==> config.mk <==
export PLATFORM = sky130hd
export DESIGN_NAME = instruction_fetch
export DESIGN_NICKNAME = d
export VERILOG_FILES = /design/src/rtl/mips_pkg.sv /design/src/rtl/fetch_hold_buffer.sv /design/src/rtl/instruction_fetch.sv
export SDC_FILE = /design/constraint.sdc
export NUM_CORES = 1
export LEC_CHECK = 0
export CAP_MARGIN = 20
export CORE_ASPECT_RATIO = 1.25
export CORE_MARGIN = 2
export CORE_UTILIZATION = 30
export DETAILED_ROUTE_END_ITERATION = 6
export DONT_BUFFER_PORTS = 1
export GPL_ROUTABILITY_DRIVEN = 1
export PLACE_DENSITY = 0.47
export SETUP_SLACK_MARGIN = 0.2
export SYNTH_ARGS = -nofsm -noshare
export SYNTH_HDL_FRONTEND = slang
export SYNTH_SLANG_ARGS = --single-unit
==> constraint.sdc <==
create_clock -name CLK -period 2.22 [get_ports CLK]
set_clock_uncertainty 0.15 [all_clocks]
set_input_delay 0.444 -clock CLK [delete_from_list [all_inputs] [get_ports CLK]]
set_output_delay 0.444 -clock CLK [all_outputs]
set_load 0.01 [all_outputs]
==> src/rtl/mips_pkg.sv <==
// mips_pkg
//   Shared definitions for the MIPS pipeline front end: primary opcode
//   constants, the bubble instruction word, the fetch FSM state type and
//   the immediate-extension decode used by the IF/ID stage.
package mips_pkg;

  // Primary opcode field IdInstr[31:26]
  localparam logic [5:0] OP_RTYPE = 6'h00;
  localparam logic [5:0] OP_J     = 6'h02;
  localparam logic [5:0] OP_JAL   = 6'h03;
  localparam logic [5:0] OP_BEQ   = 6'h04;
  localparam logic [5:0] OP_BNE   = 6'h05;
  localparam logic [5:0] OP_ADDI  = 6'h08;
  localparam logic [5:0] OP_ADDIU = 6'h09;
  localparam logic [5:0] OP_SLTI  = 6'h0A;
  localparam logic [5:0] OP_SLTIU = 6'h0B;
  localparam logic [5:0] OP_ANDI  = 6'h0C;
  localparam logic [5:0] OP_ORI   = 6'h0D;
  localparam logic [5:0] OP_XORI  = 6'h0E;
  localparam logic [5:0] OP_LUI   = 6'h0F;
  localparam logic [5:0] OP_LW    = 6'h23;
  localparam logic [5:0] OP_SW    = 6'h2B;

  // Bubble inserted into IF/ID on flush/redirect (sll $0,$0,0)
  localparam logic [31:0] NOP_INSTR = 32'h0000_0000;

  typedef enum logic [1:0] {
    FETCH = 2'b00,
    HOLD  = 2'b01,
    DRAIN = 2'b10
  } fetch_state_e;

  // Logical immediates are zero-extended; everything else (bubble included)
  // is sign-extended.
  function automatic logic ext_type(input logic [5:0] opcode);
    logic v;
    case (opcode)
      OP_ANDI, OP_ORI, OP_XORI, OP_LUI: v = 1'b0;
      default:                          v = 1'b1;
    endcase
    return v;
  endfunction

endpackage

==> src/rtl/fetch_hold_buffer.sv <==
// fetch_hold_buffer
//   One-entry skid register that parks a fetched word (and its PC+4) when the
//   IF/ID register cannot take it in the cycle it returns.
// Ports:
//   clk, rst_n          clock, synchronous active-low reset
//   i_load              capture i_instr/i_pc4, entry becomes valid
//   i_unload            entry consumed, becomes empty
//   i_clear             discard entry (wins over load/unload)
//   i_instr, i_pc4      word and its address+4 to park
//   o_valid, o_instr, o_pc4  parked entry
module fetch_hold_buffer
  import mips_pkg::*;
(
  input  logic        clk,
  input  logic        rst_n,
  input  logic        i_load,
  input  logic        i_unload,
  input  logic        i_clear,
  input  logic [31:0] i_instr,
  input  logic [31:0] i_pc4,
  output logic        o_valid,
  output logic [31:0] o_instr,
  output logic [31:0] o_pc4
);

  logic        r_valid;
  logic [31:0] r_instr;
  logic [31:0] r_pc4;

  // Entry storage; clear beats load beats unload.
  always_ff @(posedge clk) begin
    if (!rst_n) begin
      r_valid <= 1'b0;
      r_instr <= NOP_INSTR;
      r_pc4   <= 32'h0000_0000;
    end else if (i_clear) begin
      r_valid <= 1'b0;
    end else if (i_load) begin
      r_valid <= 1'b1;
      r_instr <= i_instr;
      r_pc4   <= i_pc4;
    end else if (i_unload) begin
      r_valid <= 1'b0;
    end else begin
      r_valid <= r_valid;
    end
  end

  assign o_valid = r_valid;
  assign o_instr = r_instr;
  assign o_pc4   = r_pc4;

endmodule

==> src/rtl/instruction_fetch.sv <==
// instruction_fetch
//   MIPS fetch stage plus IF/ID pipeline register. Owns the PC, issues word
//   fetches over a request/ready handshake, and absorbs stalls, flushes and
//   branch redirects without losing or duplicating instructions.
// Ports:
//   CLK, RST_N                 clock, synchronous active-low reset
//   Stall, Flush               hazard unit hold / squash of IF/ID
//   BranchTaken, BranchTarget  redirect (target bits [1:0] forced to 0)
//   ImemReq, ImemAddr          fetch request and word address (= PC)
//   ImemReady, ImemRdata       same-cycle accept and instruction data
//   IdValid, IdInstr, IdPCPlus4  IF/ID register contents
//   Rs, Rt, Rd, Immediate, ExtendType  decode fields of IdInstr
module instruction_fetch
  import mips_pkg::*;
#(
  parameter logic [31:0] RESET_PC = 32'h0000_0000
)(
  input  logic        CLK,
  input  logic        RST_N,
  input  logic        Stall,
  input  logic        Flush,
  input  logic        BranchTaken,
  input  logic [31:0] BranchTarget,
  output logic        ImemReq,
  output logic [31:0] ImemAddr,
  input  logic        ImemReady,
  input  logic [31:0] ImemRdata,
  output logic        IdValid,
  output logic [31:0] IdInstr,
  output logic [31:0] IdPCPlus4,
  output logic [4:0]  Rs,
  output logic [4:0]  Rt,
  output logic [4:0]  Rd,
  output logic [15:0] Immediate,
  output logic        ExtendType
);

  fetch_state_e r_state;
  logic [31:0]  r_pc;
  logic [31:0]  r_target;
  logic         r_id_valid;
  logic [31:0]  r_id_instr;
  logic [31:0]  r_id_pc4;

  fetch_state_e w_state_nxt;
  logic [31:0]  w_pc_nxt;
  logic [31:0]  w_target_nxt;
  logic         w_id_valid_nxt;
  logic [31:0]  w_id_instr_nxt;
  logic [31:0]  w_id_pc4_nxt;
  logic         w_hold_load;
  logic         w_hold_unload;
  logic         w_hold_clear;
  logic         w_hold_valid;
  logic [31:0]  w_hold_instr;
  logic [31:0]  w_hold_pc4;
  logic [31:0]  w_pc_plus4;
  logic [31:0]  w_target;
  logic         w_squash;

  assign w_pc_plus4 = r_pc + 32'd4;
  assign w_target   = BranchTarget & 32'hFFFF_FFFC;
  // Both a redirect and a flush turn IF/ID into a bubble, whatever the FSM chose.
  assign w_squash   = BranchTaken | Flush;

  fetch_hold_buffer u_hold (
    .clk      (CLK),
    .rst_n    (RST_N),
    .i_load   (w_hold_load),
    .i_unload (w_hold_unload),
    .i_clear  (w_hold_clear),
    .i_instr  (ImemRdata),
    .i_pc4    (w_pc_plus4),
    .o_valid  (w_hold_valid),
    .o_instr  (w_hold_instr),
    .o_pc4    (w_hold_pc4)
  );

  // Next-state, next-PC and IF/ID load decisions.
  always_comb begin
    w_state_nxt    = r_state;
    w_pc_nxt       = r_pc;
    w_target_nxt   = r_target;
    w_id_valid_nxt = r_id_valid;
    w_id_instr_nxt = r_id_instr;
    w_id_pc4_nxt   = r_id_pc4;
    w_hold_load    = 1'b0;
    w_hold_unload  = 1'b0;
    w_hold_clear   = 1'b0;
    case (r_state)
      FETCH: begin
        if (BranchTaken) begin
          w_hold_clear = 1'b1;
          if (ImemReady) begin
            // Word returned this cycle is simply dropped.
            w_pc_nxt = w_target;
          end else begin
            // Request is in flight: keep the address stable until it lands.
            w_target_nxt = w_target;
            w_state_nxt  = DRAIN;
          end
        end else if (ImemReady) begin
          w_pc_nxt = w_pc_plus4;
          if (Stall || Flush) begin
            w_hold_load = 1'b1;
            w_state_nxt = HOLD;
          end else begin
            w_id_valid_nxt = 1'b1;
            w_id_instr_nxt = ImemRdata;
            w_id_pc4_nxt   = w_pc_plus4;
          end
        end else begin
          w_state_nxt = FETCH;
        end
      end
      HOLD: begin
        if (BranchTaken) begin
          w_hold_clear = 1'b1;
          w_pc_nxt     = w_target;
          w_state_nxt  = FETCH;
        end else if (Stall || Flush) begin
          w_state_nxt = HOLD;
        end else begin
          w_hold_unload  = 1'b1;
          w_id_valid_nxt = w_hold_valid;
          w_id_instr_nxt = w_hold_instr;
          w_id_pc4_nxt   = w_hold_pc4;
          w_state_nxt    = FETCH;
        end
      end
      DRAIN: begin
        // A newer redirect replaces the saved target; the drain still completes.
        w_target_nxt = BranchTaken ? w_target : r_target;
        if (ImemReady) begin
          w_pc_nxt    = w_target_nxt;
          w_state_nxt = FETCH;
        end else begin
          w_state_nxt = DRAIN;
        end
      end
      default: begin
        w_state_nxt = FETCH;
        w_pc_nxt    = RESET_PC;
      end
    endcase
  end

  // State, PC, saved target and IF/ID registers.
  always_ff @(posedge CLK) begin
    if (!RST_N) begin
      r_state    <= FETCH;
      r_pc       <= RESET_PC;
      r_target   <= 32'h0000_0000;
      r_id_valid <= 1'b0;
      r_id_instr <= NOP_INSTR;
      r_id_pc4   <= 32'h0000_0000;
    end else begin
      r_state    <= w_state_nxt;
      r_pc       <= w_pc_nxt;
      r_target   <= w_target_nxt;
      r_id_valid <= w_squash ? 1'b0          : w_id_valid_nxt;
      r_id_instr <= w_squash ? NOP_INSTR     : w_id_instr_nxt;
      r_id_pc4   <= w_squash ? 32'h0000_0000 : w_id_pc4_nxt;
    end
  end

  // Request side depends only on registered state.
  assign ImemReq    = (r_state != HOLD);
  assign ImemAddr   = r_pc;

  assign IdValid    = r_id_valid;
  assign IdInstr    = r_id_instr;
  assign IdPCPlus4  = r_id_pc4;
  assign Rs         = r_id_instr[25:21];
  assign Rt         = r_id_instr[20:16];
  assign Rd         = r_id_instr[15:11];
  assign Immediate  = r_id_instr[15:0];
  assign ExtendType = ext_type(r_id_instr[31:26]);

endmodule

* After elaboration in Yosys (flattened, before gate mapping)
Cells that the tools add are included.
** Word-level totals
- Register bits after elaboration :: 196
- Output and inout port bits :: 130
- Word-level logic and storage cells :: 93
- Input bits :: 70
** Operators by class
- Add/sub/neg operators :: 1
- Reduce and logical (&&, ||, !) cells :: 14
- Eq/ne operators :: 18
- Mux-type cells :: 48
- Bitwise logic cells :: 3
** Operators by type and width (number)
- 32-bit 2-to-1 mux :: 18
- 32-bit one-hot mux with 2 select lines :: 3
- 32-bit one-hot mux with 3 select lines :: 1
- 32-bit by 3-bit adder with 32-bit output, second input constant :: 1
- 6-bit by 4-bit equality test with 1-bit output, second input constant :: 4
- 1-bit 2-to-1 mux :: 19
- 2-bit != test, second input constant :: 9
- 2-bit 2-to-1 mux :: 5
- 3-bit != test, second input constant :: 2
- 2-bit one-hot mux with 3 select lines :: 1
- 3-bit AND reduction :: 2
- 6-bit AND reduction :: 1
- 2-bit nonzero test :: 3
- 2-bit OR reduction :: 3
- 2-bit AND reduction :: 2
- 4-bit OR reduction :: 1
- 2-bit by 1-bit equality test with 1-bit output, second input constant :: 1
- 2-bit equality test, second input constant :: 1
- 2-bit zero test :: 1
- 2-bit by 1-bit != test with 1-bit output, second input constant :: 1
- 1-bit inverter :: 2
- 1-bit one-hot mux with 2 select lines :: 1
- 1-bit logical OR :: 1
- 1-bit bitwise OR :: 1

* Longest topological paths before layout
Gate-level depths: netlist (run 1).
- Word-level depth :: 6
- Gate-level depth with buffers :: 10
- Mapped depth without buffers :: 6

* Cells and area by module
A second synthesis (run 1) with hierarchy kept.
** Second synthesis, totals
- Cells, all modules :: 1195
- Area, all modules :: 9559.2 um2
** By module, submodules not included
- instruction_fetch :: instances 1, cells each 913, area each 6889.1 um2, sequential area each 2622.5 um2
- fetch_hold_buffer :: instances 1, cells each 282, area each 2670.1 um2, sequential area each 1301.2 um2

* Worst setup path after synthesis (run 1)
Ideal clock, no wire load.
- Path kind :: register to register
- From :: reg r_pc[4] (netlist: ImemAddr[4])
- To :: reg r_pc[29] (netlist: ImemAddr[29])
- Buffers on the path :: 2
- Setup time :: 0.134 ns
- Arrival :: 1.844 ns
- Period minus slack after synthesis :: 2.127 ns
- Data required time :: 1.936 ns
- Stages on the path, launching flop included :: 8
- Path slack :: 0.093 ns
- Cell sequence :: dfxtp_1 -> buf_2 -> nand4_2 -> or2_1 -> buf_4 -> or4_1 -> xor2_1 -> o22ai_1
** On the way
- Cells in the longest elaborated chain, start to end :: 4
** RTL lines
- start: declaration :: RTL line instruction_fetch.sv:39 : logic [31:0] r_pc;
- start signal: assignment :: RTL line instruction_fetch.sv:159 : r_pc <= w_pc_nxt;
- 32-bit by 3-bit adder with 32-bit output :: RTL line instruction_fetch.sv:61 : assign w_pc_plus4 = r_pc + 32'd4;
- 32-bit 2-to-1 mux :: RTL line instruction_fetch.sv:102 : end else if (ImemReady) begin
- 32-bit 2-to-1 mux :: RTL line instruction_fetch.sv:92 : if (BranchTaken) begin
- 32-bit one-hot mux with 3 select lines :: RTL line instruction_fetch.sv:90 : case (r_state)
No other way between the ends. The select of a mux whose other input is x is not followed.
A chain may end at the register's enable or synchronous reset.

* Final worst setup path (run 1)
- From :: reg r_pc[2] (netlist: ImemAddr[2])
- To :: reg r_id_pc4[29] (netlist: IdPCPlus4[29])
** On the way
- Cells in the longest elaborated chain, start to end :: 5
** RTL lines
- 32-bit by 3-bit adder with 32-bit output :: RTL line instruction_fetch.sv:61
- 32-bit 2-to-1 mux :: RTL line instruction_fetch.sv:104 : if (Stall || Flush) begin
- 32-bit 2-to-1 mux :: RTL line instruction_fetch.sv:102
- 32-bit 2-to-1 mux :: RTL line instruction_fetch.sv:92
- 32-bit one-hot mux with 2 select lines :: RTL line instruction_fetch.sv:90
- end signal: assignment :: RTL line instruction_fetch.sv:163 : r_id_pc4 <= w_squash ? 32'h0000_0000 : w_id_pc4_nxt;
- end: declaration :: RTL line instruction_fetch.sv:43 : logic [31:0] r_id_pc4;
No other way between the ends. The select of a mux whose other input is x is not followed.

==> Flow_metrics.wiki, run 1 <==
{| class="wikitable"
! Metric !! Value
|-
| Input/output buffers || 0
|-
| Fraction of synthesized cell area taken by the top area cell type || 0.433
|-
| Largest net degree at the start of global routing || 105
|-
| Final-stage net count || 1296
|-
| Count of pins on the block boundary || 200
|-
| Max-cap violations || 0
|-
| Clk sink count || 196
|-
| Worst-case clock buffer depth || 2
|-
| Area after DPL || 9700 sq um
|-
| Clock transition at the register clock pins on the worst setup and hold paths after CTS || 0.07 ns
|-
| Leakage || 0.00405 uW
|-
| Synth cell types || 66
|-
| Final weighted congestion in routability-driven placement || 0.897
|-
| IR Drop Worst-Case VDD || 380 uV
|-
| Final total negative setup slack || 0 ns
|-
| Number of detailed-routing iterations run before antenna repair || 5
|-
| Top Family by Delay on Critical Path || simple AND/OR/NAND/NOR gates
|-
| Overall via count from detail_route || 8520
|-
| Total die area || 31600 sq um
|-
| Setup CP Type || reg -> reg
|-
| Filler cells || 3160
|-
| Number of clock buffers inserted by TritonCTS || 17
|-
| Later-pin clock latency in the skew report || 0.44 ns
|-
| Proportion of layout cells with a drive suffix above 1 || 0.153
|-
| Via count of the first global-routing pass || 7949
|-
| Leading cell type in the layout, fill and taps excluded || sky130_fd_sc_hd__nand2_1
|-
| Maximum fanout along the worst path || 8
|-
| Antenna-violating nets left || 0
|-
| Cells along the critical path || buf_4 -> nand4_4 -> or2_1 -> or4_4 -> xor2_2 -> buf_4 -> o22ai_1
|-
| Overall power || 8090 uW
|-
| Diode count || 0
|-
| Mean cell area of the mapped netlist || 7.67 sq um
|-
| Standard cell core area || 29900 sq um
|-
| CTS tree || built
|-
| Post-synthesis instance total || 1182
|-
| Number of levels in the clock H-tree || 4
|-
| Highest routed metal layer || met4
|-
| Floorplan die height || 198 um
|-
| Global-route wire length before repair || 48100 um
|-
| Count of final hold-check violations || 0
|-
| Type of the most critical hold path || in -> reg
|-
| Async set-reset flop share out of synthesis || 0
|-
| Largest cells by area after synthesis || sky130_fd_sc_hd__dfxtp_1, sky130_fd_sc_hd__a21oi_1, sky130_fd_sc_hd__nand2_1
|-
| Number of vias per cell after detailed routing || 5.20
|-
| Type of destination of the critical path || register
|-
| Yosys synthesis warning count || 0
|-
| Number of core rows || 71
|-
| Final Cell Area || 11400 sq um
|-
| Shortest clock period the worst path allows after layout || 2.10 ns
|-
| Max-slew violation count || 0
|-
| Top library cells by usage in the layout, fill and taps aside || sky130_fd_sc_hd__nand2_1, sky130_fd_sc_hd__a21oi_1, sky130_fd_sc_hd__dfxtp_1
|-
| Run status || completed
|-
| Slew @ Worst Pin || 0.703 ns
|-
| Initial DRC count || 649
|-
| Master cell of the clock root buffer || sky130_fd_sc_hd__clkbuf_16
|-
| GRT overflow || 0
|-
| Required arrival time at the worst endpoint || 2.44 ns
|-
| Effective utilization at floorplan || 0.303
|-
| Critical path's slowest cell || sky130_fd_sc_hd__or4_4
|-
| Sort of element at the start of the critical path || register
|-
| # DRC || 0
|-
| Initial antenna violation count || 0
|-
| Number of enable flip-flop cells after synthesis || 0
|-
| Met3 layer wire length in the routed design || 1580 um
|-
| Worst slew margin relative to its limit || 0.531
|-
| Bufs and invs on worst path || 2
|-
| Tot GR Track Use || 0.192
|-
| Hold Worst Slack || 0.0323 ns
|-
| Horizontal die dimension || 160 um
|-
| WL per Instance || 19.0 um
|-
| Wire length after detailed routing || 31100 um
|-
| P per Cell Area || 711 nW/um^2
|-
| Max stage delay on crit path || 0.50 ns
|-
| Unrepaired setup endpoints after global routing || yes
|-
| Layout overhead on the synthesized area || 25.4%
|-
| Final setup violating endpoints || 0
|-
| Routed metal-1 wire length || 14100 um
|-
| Netlist area before placement || 9070 sq um
|-
| Met2 Routed Length || 15100 um
|-
| Commonest register cell after synthesis || sky130_fd_sc_hd__dfxtp_1
|-
| Achievable clock frequency || 477 MHz
|-
| Crit-path most repeated cell || sky130_fd_sc_hd__buf_4
|-
| Total half-perimeter wirelength after legalization and detailed placement || 20100 um
|-
| CP arrival || 2.31 ns
|-
| Largest area contributor in the synthesized netlist || sky130_fd_sc_hd__dfxtp_1
|-
| Ratio of final minimum period to clock period || 0.944
|-
| Number of nets in the synthesized netlist || 1253
|-
| Number of storage elements in the synthesis netlist || 196
|-
| Sequential share of the synthesized area || 0.433
|}
[report_power, final]
part	total [uW]	switching, uW	leakage, uW	internal, uW
Sequential	3740	89.0	0.00160	3650
Clock	3350	1430	0.000301	1920
Combinational	999	576	0.00215	423
[worst paths after layout]
check                           slack (ns)  cells past startpoint                              to                            from
worst max-delay path                  0.12                      7      IdPCPlus4[29]$_SDFFE_PP0P_        ImemAddr[2]$_SDFFE_PN0P_
worst min-delay path                  0.03                      2   u_hold.o_pc4[27]$_SDFFE_PN0P_                           RST_N
worst max register to register        0.12                      7      IdPCPlus4[29]$_SDFFE_PP0P_        ImemAddr[2]$_SDFFE_PN0P_
worst min register to register        0.30                      2  u_hold.o_instr[3]$_SDFFE_PN0P_  u_hold.o_instr[3]$_SDFFE_PN0P_
[stage by stage]
stage	setup slack (ns)	instances	util
final	0.123	1639	0.380
after global routing	0.0711	1639	0.380
after CTS	0.135	1634	0.373
after detailed placement	0.0242	1532	0.324
after global placement	0.0388	1532	0.324
after floorplan	0.186	1182	-
[worst register-to-register path: cells and delay by family (launching register included)]
family          cells  cell delay, ns
simple gates        3            0.93
flops               1            0.33
buf+inv             2            0.32
xor+xnor            1            0.16
compound gates      1            0.13
[metal layers]
metal / global-route usage / vias to the layer above
met5: 0 / -
met4: 0.0508 / 0
met3: 0.0463 / 21
met2: 0.324 / 218
met1: 0.247 / 4085
li1: - / 4196
[cells in the mapped netlist (all sizes together), types with 14 or more instances]
cell type and n:
dfxtp 196, nor2 88, a221oi 17, clkbuf 71, a211oi 16, and3 19, xnor2 14, o22ai 27
nand3 18, o21ai 44, nor3 17, nand2 246, a21oi 195, buf 59
[area by class of cell]
type                       instances  area (sq um)  area share
sequential                       196          3950       0.347
inverter                          10          43.8     0.00385
multi-input combinational        846          4740       0.417
timing repair buffer             154          1520       0.133
clock inverter                    12           176      0.0155
tap                              401           502      0.0441
clock buffer                      20           447      0.0393
[timing repair]
item                       4_1_cts  5_1_grt
hold endpoints to repair        90        0
pin swaps                        6        6
setup endpoints to repair       28       54
hold buffers                    64        0
resized for setup               23       29
gates cloned                     1        1
buffers inserted                 5        3
[sequential cells by signal (all words and copies together), names as in the netlist]
register and flops:
IdValid 1, IdInstr 32, IdPCPlus4 32, u_hold.o_instr 32, r_target 32, u_hold.o_pc4 32
u_hold.o_valid 1, ImemAddr 32, r_state 2
[cell families (layout without fill, tap and decap cells)]
| logic type | Yosys count | after routing | share of synthesized area |
|---|---|---|---|
| and+or+nand+nor | 457 | 457 | 0.229 |
| AOI/OAI and AO/OA | 359 | 359 | 0.234 |
| DFF | 196 | 196 | 0.433 |
| buffers and inverters | 140 | 196 | 0.0745 |
| xor gates and xnor gates | 25 | 25 | 0.0241 |
| muxes | 4 | 4 | 0.00442 |
| adders and majority gates | 1 | 1 | 0.00138 |
(Power assumes the default switching activity.)
==> run 2, diff against run 1 <==
SKIP_CTS_REPAIR_TIMING = 1   (was unset)
==> run 2 against run 1 <==
  * Sequential cell count unchanged
  * Final area decreased by 0.57%
  * First-iteration DRC count decreased by 0.31%
  * Critical endpoint is now ImemAddr[29]$_SDFFE_PN0P_
  * Critical path type unchanged
  * Clock power about the same
  * Largest cell class unchanged
  * The run now ends with hold timing left
  * Cell count about the same
==> Flow_metrics.wiki, run 2 (same netlist as run 1, synthesis figures left out) <==
{| class="wikitable"
! Metric !! Value
|-
| Worst-case clock buffer depth || 2 (unchanged)
|-
| Achievable clock frequency || 479 MHz (+0.34%)
|-
| Worst slew margin relative to its limit || 0.521 (-0.0105)
|-
| Max-cap violations || 0 (unchanged)
|-
| Proportion of layout cells with a drive suffix above 1 || 0.150 (-0.00230)
|-
| Final total negative setup slack || 0 ns (unchanged)
|-
| Bufs and invs on worst path || 1 (-1)
|-
| Sort of element at the start of the critical path || register
|-
| Total die area || 31600 sq um (unchanged)
|-
| Cells along the critical path || nand4_2 -> or3_4 -> or4_4 -> xor2_2 -> buf_4 -> o22ai_1
|-
| Total half-perimeter wirelength after legalization and detailed placement || 20100 um (unchanged)
|-
| Overall via count from detail_route || 8450 (-0.82%)
|-
| Slew @ Worst Pin || 0.719 ns (+0.0158 ns)
|-
| Diode count || 0 (unchanged)
|-
| Int Power || 5980 uW (-0.18%)
|-
| IR Drop Worst-Case VDD || 384 uV (+1.3%)
|-
| Number of levels in the clock H-tree || 4 (unchanged)
|-
| Unrepaired setup endpoints after global routing || yes
|-
| Type of the most critical hold path || in -> reg
|-
| Leakage || 0.00398 uW (-1.8%)
|-
| CTS tree || built
|-
| Via count of the first global-routing pass || 7431 (-6.5%)
|-
| Number of vias per cell after detailed routing || 5.16 (-0.76%)
|-
| Max stage delay on crit path || 0.55 ns (+0.05 ns)
|-
| Combined area of the multi-input logic cells || 4720 sq um (-0.50%)
|-
| Final Cell Area || 11300 sq um (-0.57%)
|-
| Leading cell type in the layout, fill and taps excluded || sky130_fd_sc_hd__nand2_1
|-
| Largest net degree at the start of global routing || 105 (unchanged)
|-
| Switching power total || 2080 uW (-0.56%)
|-
| Count of final hold-check violations || 2 (+2)
|-
| Layout overhead on the synthesized area || 24.7%
|-
| Initial antenna violation count || 0 (unchanged)
|-
| Top library cells by usage in the layout, fill and taps aside || sky130_fd_sc_hd__nand2_1, sky130_fd_sc_hd__a21oi_1, sky130_fd_sc_hd__dfxtp_1
|-
| Final-stage net count || 1295 (-0.077%)
|-
| # DRC || 0 (unchanged)
|-
| Required arrival time at the worst endpoint || 2.44 ns (about the same)
|-
| Standard cell core area || 29900 sq um (unchanged)
|-
| Number of detailed-routing iterations run before antenna repair || 5 (unchanged)
|-
| Clock transition at the register clock pins on the worst setup and hold paths after CTS || 0.08 ns (about the same)
|-
| Seq pwr share || 0.464 (+0.002)
|-
| Initial DRC count || 647 (-0.31%)
|-
| Clk sink count || 196 (unchanged)
|-
| Number of core rows || 71 (unchanged)
|-
| Fraction of power consumed by the clock network || 0.415 (about the same)
|-
| Maximum fanout along the worst path || 5 (-3)
|-
| Hold Worst Slack || -0.00355 ns (-0.0359 ns)
|-
| Number of clock buffers inserted by TritonCTS || 17 (unchanged)
|-
| Top Family by Delay on Critical Path || simple AND/OR/NAND/NOR gates
|-
| Type of destination of the critical path || register
|-
| WL per Instance || 19.0 um (about the same)
|-
| Share of power burned in combinational logic || 0.121 (-0.002)
|-
| Wire length after detailed routing || 31100 um (-0.13%)
|-
| GRT overflow || 0 (unchanged)
|-
| Count of pins on the block boundary || 200 (unchanged)
|-
| Shortest clock period the worst path allows after layout || 2.09 ns (-0.00718 ns)
|-
| Horizontal die dimension || 160 um (unchanged)
|-
| P per Cell Area || 713 nW/um^2 (+0.30%)
|-
| Footprint of the flip-flops and latches || 3960 sq um (+0.16%)
|-
| Critical path's slowest cell || sky130_fd_sc_hd__or4_4
|-
| Antenna-violating nets left || 0 (unchanged)
|-
| Master cell of the clock root buffer || sky130_fd_sc_hd__clkbuf_16
|-
| Run status || complete, but fails checks
|-
| Final setup violating endpoints || 0 (unchanged)
|-
| Final design utilization || 0.378 (-0.00217)
|-
| Input/output buffers || 0 (unchanged)
|-
| Effective utilization at floorplan || 0.303 (unchanged)
|-
| Switching portion of total power || 0.258 (-0.000732)
|-
| Global-route wire length before repair || 45500 um (-5.5%)
|-
| Violated checks || hold timing
|-
| Setup CP Type || reg -> reg
|-
| Floorplan die height || 198 um (unchanged)
|-
| Filler cells || 3172 (+0.38%)
|-
| Max-slew violation count || 0 (unchanged)
|-
| Tot GR Track Use || 0.183 (-0.00960)
|-
| Ratio of final minimum period to clock period || 0.941 (-0.00323)
|-
| Final weighted congestion in routability-driven placement || 0.897 (unchanged)
|-
| Area after DPL || 9700 sq um (unchanged)
|-
| Later-pin clock latency in the skew report || 0.44 ns (about the same)
|-
| CP arrival || 2.31 ns (about the same)
|}
[run 2: changes by cell type in the layout (fill, tap and decap cells not counted), moves of 2 or more]
cell                      change
sky130_fd_sc_hd__buf_6        +2
sky130_fd_sc_hd__xor2_1       -2
sky130_fd_sc_hd__nand3_2      -2
sky130_fd_sc_hd__xnor2_2      -3
sky130_fd_sc_hd__xor2_2       +2
sky130_fd_sc_hd__xnor2_1      +3
sky130_fd_sc_hd__dfxtp_4      +2
[run 2: final timing paths]
check | startpoint | endpoint | slack [ns] | cells past startpoint
worst max-delay path | ImemAddr[10]$_SDFFE_PN0P_ | ImemAddr[29]$_SDFFE_PN0P_ | 0.13 | 6
worst min-delay path | RST_N | ImemAddr[12]$_SDFFE_PN0P_ | -0.004 | 2
worst max register to register | ImemAddr[10]$_SDFFE_PN0P_ | ImemAddr[29]$_SDFFE_PN0P_ | 0.13 | 6
worst min register to register | u_hold.o_instr[3]$_SDFFE_PN0P_ | u_hold.o_instr[3]$_SDFFE_PN0P_ | 0.30 | 2
[run 2: layer usage]
| metal | track usage | vias to the layer above | part of all wire |
|---|---|---|---|
| li1 | - | 4201 | - |
| met1 | 0.236 | 4025 | 0.45 |
| met2 | 0.301 | 201 | 0.48 |
| met3 | 0.0486 | 23 | 0.050 |
| met4 | 0.0505 | 0 | 0.012 |
| met5 | 0 | - | 0 |
[run 2: cell type report]
| class | instances | share of cell area |
|---|---|---|
| Multi-Input combinational cell | 846 | 0.417 |
| Sequential cell | 196 | 0.350 |
| Clock inverter | 12 | 0.0156 |
| Timing Repair Buffer | 153 | 0.130 |
| Inverter | 10 | 0.00365 |
| Tap cell | 401 | 0.0444 |
| Clock buffer | 20 | 0.0395 |
[run 2: power groups by stage]
stage	combinational [uW]	sequential, uW	clock, uW
2_1_floorplan	534	3840	0
3_3_place_gp	835	3820	0
3_5_place_dp	842	3820	0
4_1_cts	845	3740	3450
5_1_grt	1070	3760	3580
6_report	978	3740	3350
[run 2: stage by stage]
step	instances	worst slack (ns)	hold WS, ns	total power [uW]
3_3_place_gp	1532	0.0388	0.291	4650
4_1_cts	1564	-0.00197	-0.0483	8030
6_report	1638	0.130	-0.00355	8070
2_1_floorplan	1182	0.186	0.286	4370
3_5_place_dp	1532	0.0242	0.297	4660
5_1_grt	1638	0.0983	0.00106	8410
==> RTL change 1: new RTL, flow settings as in run 1 <==
Make the reset (`RST_N` and `rst_n`) asynchronous in 2 clocked blocks. Comments in the files are not updated.
--- a/src/rtl/fetch_hold_buffer.sv
+++ b/src/rtl/fetch_hold_buffer.sv
@@ -28,7 +28,7 @@
   logic [31:0] r_pc4;
 
   // Entry storage; clear beats load beats unload.
-  always_ff @(posedge clk) begin
+  always_ff @(posedge clk or negedge rst_n) begin
     if (!rst_n) begin
       r_valid <= 1'b0;
       r_instr <= NOP_INSTR;
--- a/src/rtl/instruction_fetch.sv
+++ b/src/rtl/instruction_fetch.sv
@@ -146,7 +146,7 @@
   end
 
   // State, PC, saved target and IF/ID registers.
-  always_ff @(posedge CLK) begin
+  always_ff @(posedge CLK or negedge RST_N) begin
     if (!RST_N) begin
       r_state    <= FETCH;
       r_pc       <= RESET_PC;
Check against the original RTL: differs if RST_N is asserted again (counterexample within 4 cycles, from zero or initial values and one cycle with RST_N low); with RST_N held inactive, the same outputs for 4 cycles.
==> RTL change 1 against run 1 <==
  * The flow now finishes with violations (hold timing)
  * Wire length fell by 9.2%
  * Combinational power rose by 78%
  * Sequential cell count did not move
  * Setup slack improved by 0.098 ns
  * Utilization fell by 0.27 points
  * Non-clock buffer count did not move
  * Clock power fell by 4%
  * Synthesized area rose by 3.1%
  * Total power rose by 17%
  * Final area rose by 2.2%
  * Register-to-register slack improved by 0.13 ns
  * Die area rose by 3.0%
  * Highest routed layer unchanged
==> RTL change 1: results (changes against run 1) <==
Final hold viol count: 196 (+196)
Grt met3 use: 0.0464 (+0.0000936)
Clk pwr share: 0.341 (-0.073)
Syn nets: 986 (-21%)
Final core occ: 0.377 (-0.00267)
Gate count of the mapped netlist: 915 (-23%)
Net Sw Power: 2840 µW (+36%)
Final hold slack: -0.469 ns (-0.502 ns)
NonClk Buf Share: 0.129 (-0.00458)
Worst reg2reg startpoint: r_state[0]$_DFFE_PN0P_
Fraction of area in multi-input gates: 0.351 (-0.0662)
Post-synth cell types: 55 (-17%)
CP max FO: 6 (-2)
Placed Cells: 1,300 (-15%)
Wire length per cell: 20.1 µm (+5.7%)
Wire length on met2: 13,800 µm (-8.6%)
Met1 Usage GRT: 0.220 (-0.0270)
Pre-antenna DRT Iters: 6 (+1)
Wire length on met3: 1880 µm (+19%)
Failing checks: hold timing
R2R Path End: IdPCPlus4[26]$_DFFE_PN0P_
Seq/Total Area, Yosys: 0.525 (+0.0920)
Reg-to-reg slack, setup: 0.25 ns (+0.13 ns)
Comb. pwr: 1780 µW (+78%)
Status: complete, but fails checks
Min-delay worst type: input pin to async pin
Multi-input gates: 610 (-28%)
==> RTL change 1: cell families after synthesis <==
| logic type | synth area share |
|---|---|
| AO/OA/AOI/OAI | 0.157 |
| XOR/XNOR | 0.0262 |
| adder cells (fa/ha/maj) | 0.00134 |
| buffers and inverters | 0.0582 |
| flip-flops | 0.525 |
| multiplexers | 0.0884 |
| AND/OR/NAND/NOR | 0.144 |
==> RTL change 1: worst max-delay path, cell delays in order, from the launching register on <==
cell and delay (ns):
dfrtp_2 0.44, nor2b_4 0.23, clkinv_4 0.11, buf_12 0.15
==> RTL change 1: worst max-delay path by stage <==
stage,end,cells past startpoint
floorplan,IdInstr[0]$_DFFE_PN0P_,7
global placement,ImemAddr[31]$_DFFE_PN0P_,7
detailed placement,ImemAddr[31]$_DFFE_PN0P_,7
CTS,IdPCPlus4[25]$_DFFE_PN0P_,7
global route,u_hold.o_pc4[21]$_DFFE_PN0P_,8
finish,ImemReq,3
==> RTL change 2: new RTL, flow settings as in run 1 <==
Made on the original files. The 3 states of `fetch_state_e` get a one-hot encoding in 3 bits.
--- a/src/rtl/mips_pkg.sv
+++ b/src/rtl/mips_pkg.sv
@@ -24,10 +24,10 @@
   // Bubble inserted into IF/ID on flush/redirect (sll $0,$0,0)
   localparam logic [31:0] NOP_INSTR = 32'h0000_0000;
 
-  typedef enum logic [1:0] {
-    FETCH = 2'b00,
-    HOLD  = 2'b01,
-    DRAIN = 2'b10
+  typedef enum logic [2:0] {
+    FETCH = 3'b001,
+    HOLD  = 3'b010,
+    DRAIN = 3'b100
   } fetch_state_e;
 
   // Logical immediates are zero-extended; everything else (bubble included)
Function: same outputs for any inputs over 4 cycles, from zero or initial values and one cycle with RST_N low; so few cycles prove little.
==> RTL change 2 against run 1 <==
  * Setup slack lost 0.041 ns
  * Wire length up 8.8%
  * Synthesized cell count is 3.8% lower
  * Critical path depth is 1 lower
  * Register-to-register slack worse by 0.03 ns
  * Largest power group unchanged
  * Sequential cell count is 1 higher
  * Synthesized area increased by 4.6%
  * Count of clock-buffer cells in the layout down 2
  * Sequential power is 1% higher
  * Final area grew 11%
  * Total power increased by 6.4%
==> RTL change 2: results (changes against run 1) <==
Static Leak: 0.00455 µW (+12%)
Cells on worst reg2reg path: 5 (-2)
Slew margin rel.: 0.503 (-0.0283)
Worst path arrival time: 1.54 ns (-0.77 ns)
Gates resized, CTS repair: 40 (+74%)
Wire length on met3: 2150 µm (+36%)
Post-CTS Hold Fix Bufs: 65 (+1.6%)
Mux cell area share after synthesis: 0.0988 (+0.0944)
Wire length on met2: 16,800 µm (+11%)
R2R Path End: ImemAddr[25]$_SDFFE_PN0P_
Pin count of the biggest net entering global routing: 69 (-34%)
Pre-CTS setup slack: -0.0605 ns (-0.0848 ns)
Final WL: 33,900 µm (+8.8%)
Post-Synth Adder-Cell Area: 0.00132 (-0.0000608)
Worst reg2reg startpoint: ImemAddr[8]$_SDFFE_PN0P_
Syn nets: 1,208 (-3.6%)
Post-CTS Setup Bufs: 10 (+5)
First-pass GRT wire length: 49,700 µm (+3.3%)
Hpwl dp: 21,900 µm (+8.6%)
All-layer global routing usage: 0.195 (+0.00214)
CP peak stage delay: 0.34 ns (-0.16 ns)
Share of cells above drive strength 1: 0.230 (+0.0776)
NumNets Final: 1,309 (+1.0%)
Final hold slack: 0.0551 ns (+0.0228 ns)
Post-Synth XOR/XNOR Area: 0.0203 (-0.00383)
Comb. pwr: 1550 µW (+55%)
Fraction of power spent switching nets: 0.288 (+0.0289)
CP delay by family, top: buffers and inverters
Routability cong.: 0.855 (-4.6%)
Slowest-stage cell, CP: dfxtp_2
Seq pwr share: 0.441 (-0.021)
Synth cell count leaders: dfxtp_1 (197), nor2_1 (130), nand2_1 (121)
Met1 Wirelength: 14,100 µm (+0.44%)
Most area-consuming cells after synthesis: dfxtp_1 (42%), mux2i_1 (7.4%), nor2_1 (5.1%), nand2_1 (4.8%), a21oi_1 (4.3%)
VDD IR max: 0.387 mV (+1.8%)
Seq/Total Area, Yosys: 0.416 (-0.0170)
Post-synthesis compound-gate area fraction: 0.207 (-0.0264)
Via count of the first global-routing pass: 8,232 (+3.6%)
Filler cell count in the final layout: 3,140 (-0.63%)
Worst Hold End: ImemAddr[31]$_SDFFE_PN0P_
Initial DRC count: 623 (-4.0%)
Reg-to-reg slack, setup: 0.09 ns (-0.03 ns)
CP max FO: 3 (-5)
Status: finished clean
## RTL change 2: cell types whose count changed in the layout (fill, tap and decap cells not counted), sizes merged, moves of 21 or more
cell,delta
a211oi,+33
a21oi,-113
buf,+53
mux2,+21
mux2i,+66
nand2,-125
nor2,+42
## RTL change 2: final cells by class
class	instances	area share
flip-flops and latches	197	0.316
well taps	407	0.0404
repair buffers	211	0.169
multi-input cells	804	0.423
clock buffers	18	0.0349
clock inverters	14	0.0132
inverters	7	0.00258
## RTL change 2: worst max path at each step
stage                               from                    endpoint  slack, ns
2_1_floorplan   ImemAddr[5]$_SDFFE_PN0P_   ImemAddr[25]$_SDFFE_PN0P_       0.12
3_3_place_gp   ImemAddr[13]$_SDFFE_PN0P_  IdPCPlus4[21]$_SDFFE_PP0P_      -0.07
3_5_place_dp   ImemAddr[13]$_SDFFE_PN0P_  IdPCPlus4[21]$_SDFFE_PP0P_      -0.06
4_1_cts          r_state[0]$_SDFFE_PN1P_                     ImemReq       0.05
5_1_grt        ImemAddr[16]$_SDFFE_PN0P_   ImemAddr[25]$_SDFFE_PN0P_       0.02
6_report         r_state[2]$_SDFFE_PN0P_                     ImemReq       0.08
## RTL change 2: per-stage QoR
step | utilization | std cells | cell area (µm²) | total power, µW
after global routing | 0.405 | 1658 | 12600 | 8990
after detailed placement | 0.336 | 1526 | 10500 | 5100
after floorplan | - | 1137 | 9570 | 4650
after CTS | 0.387 | 1635 | 12000 | 8580
after global placement | 0.336 | 1526 | 10500 | 5090
final | 0.405 | 1658 | 12600 | 8610
## RTL change 2: per-layer routing
layer	track usage	vias up
met5	0	-
li1	-	4261
met1	0.239	4226
met2	0.331	285
met4	0.0613	0
met3	0.0517	43
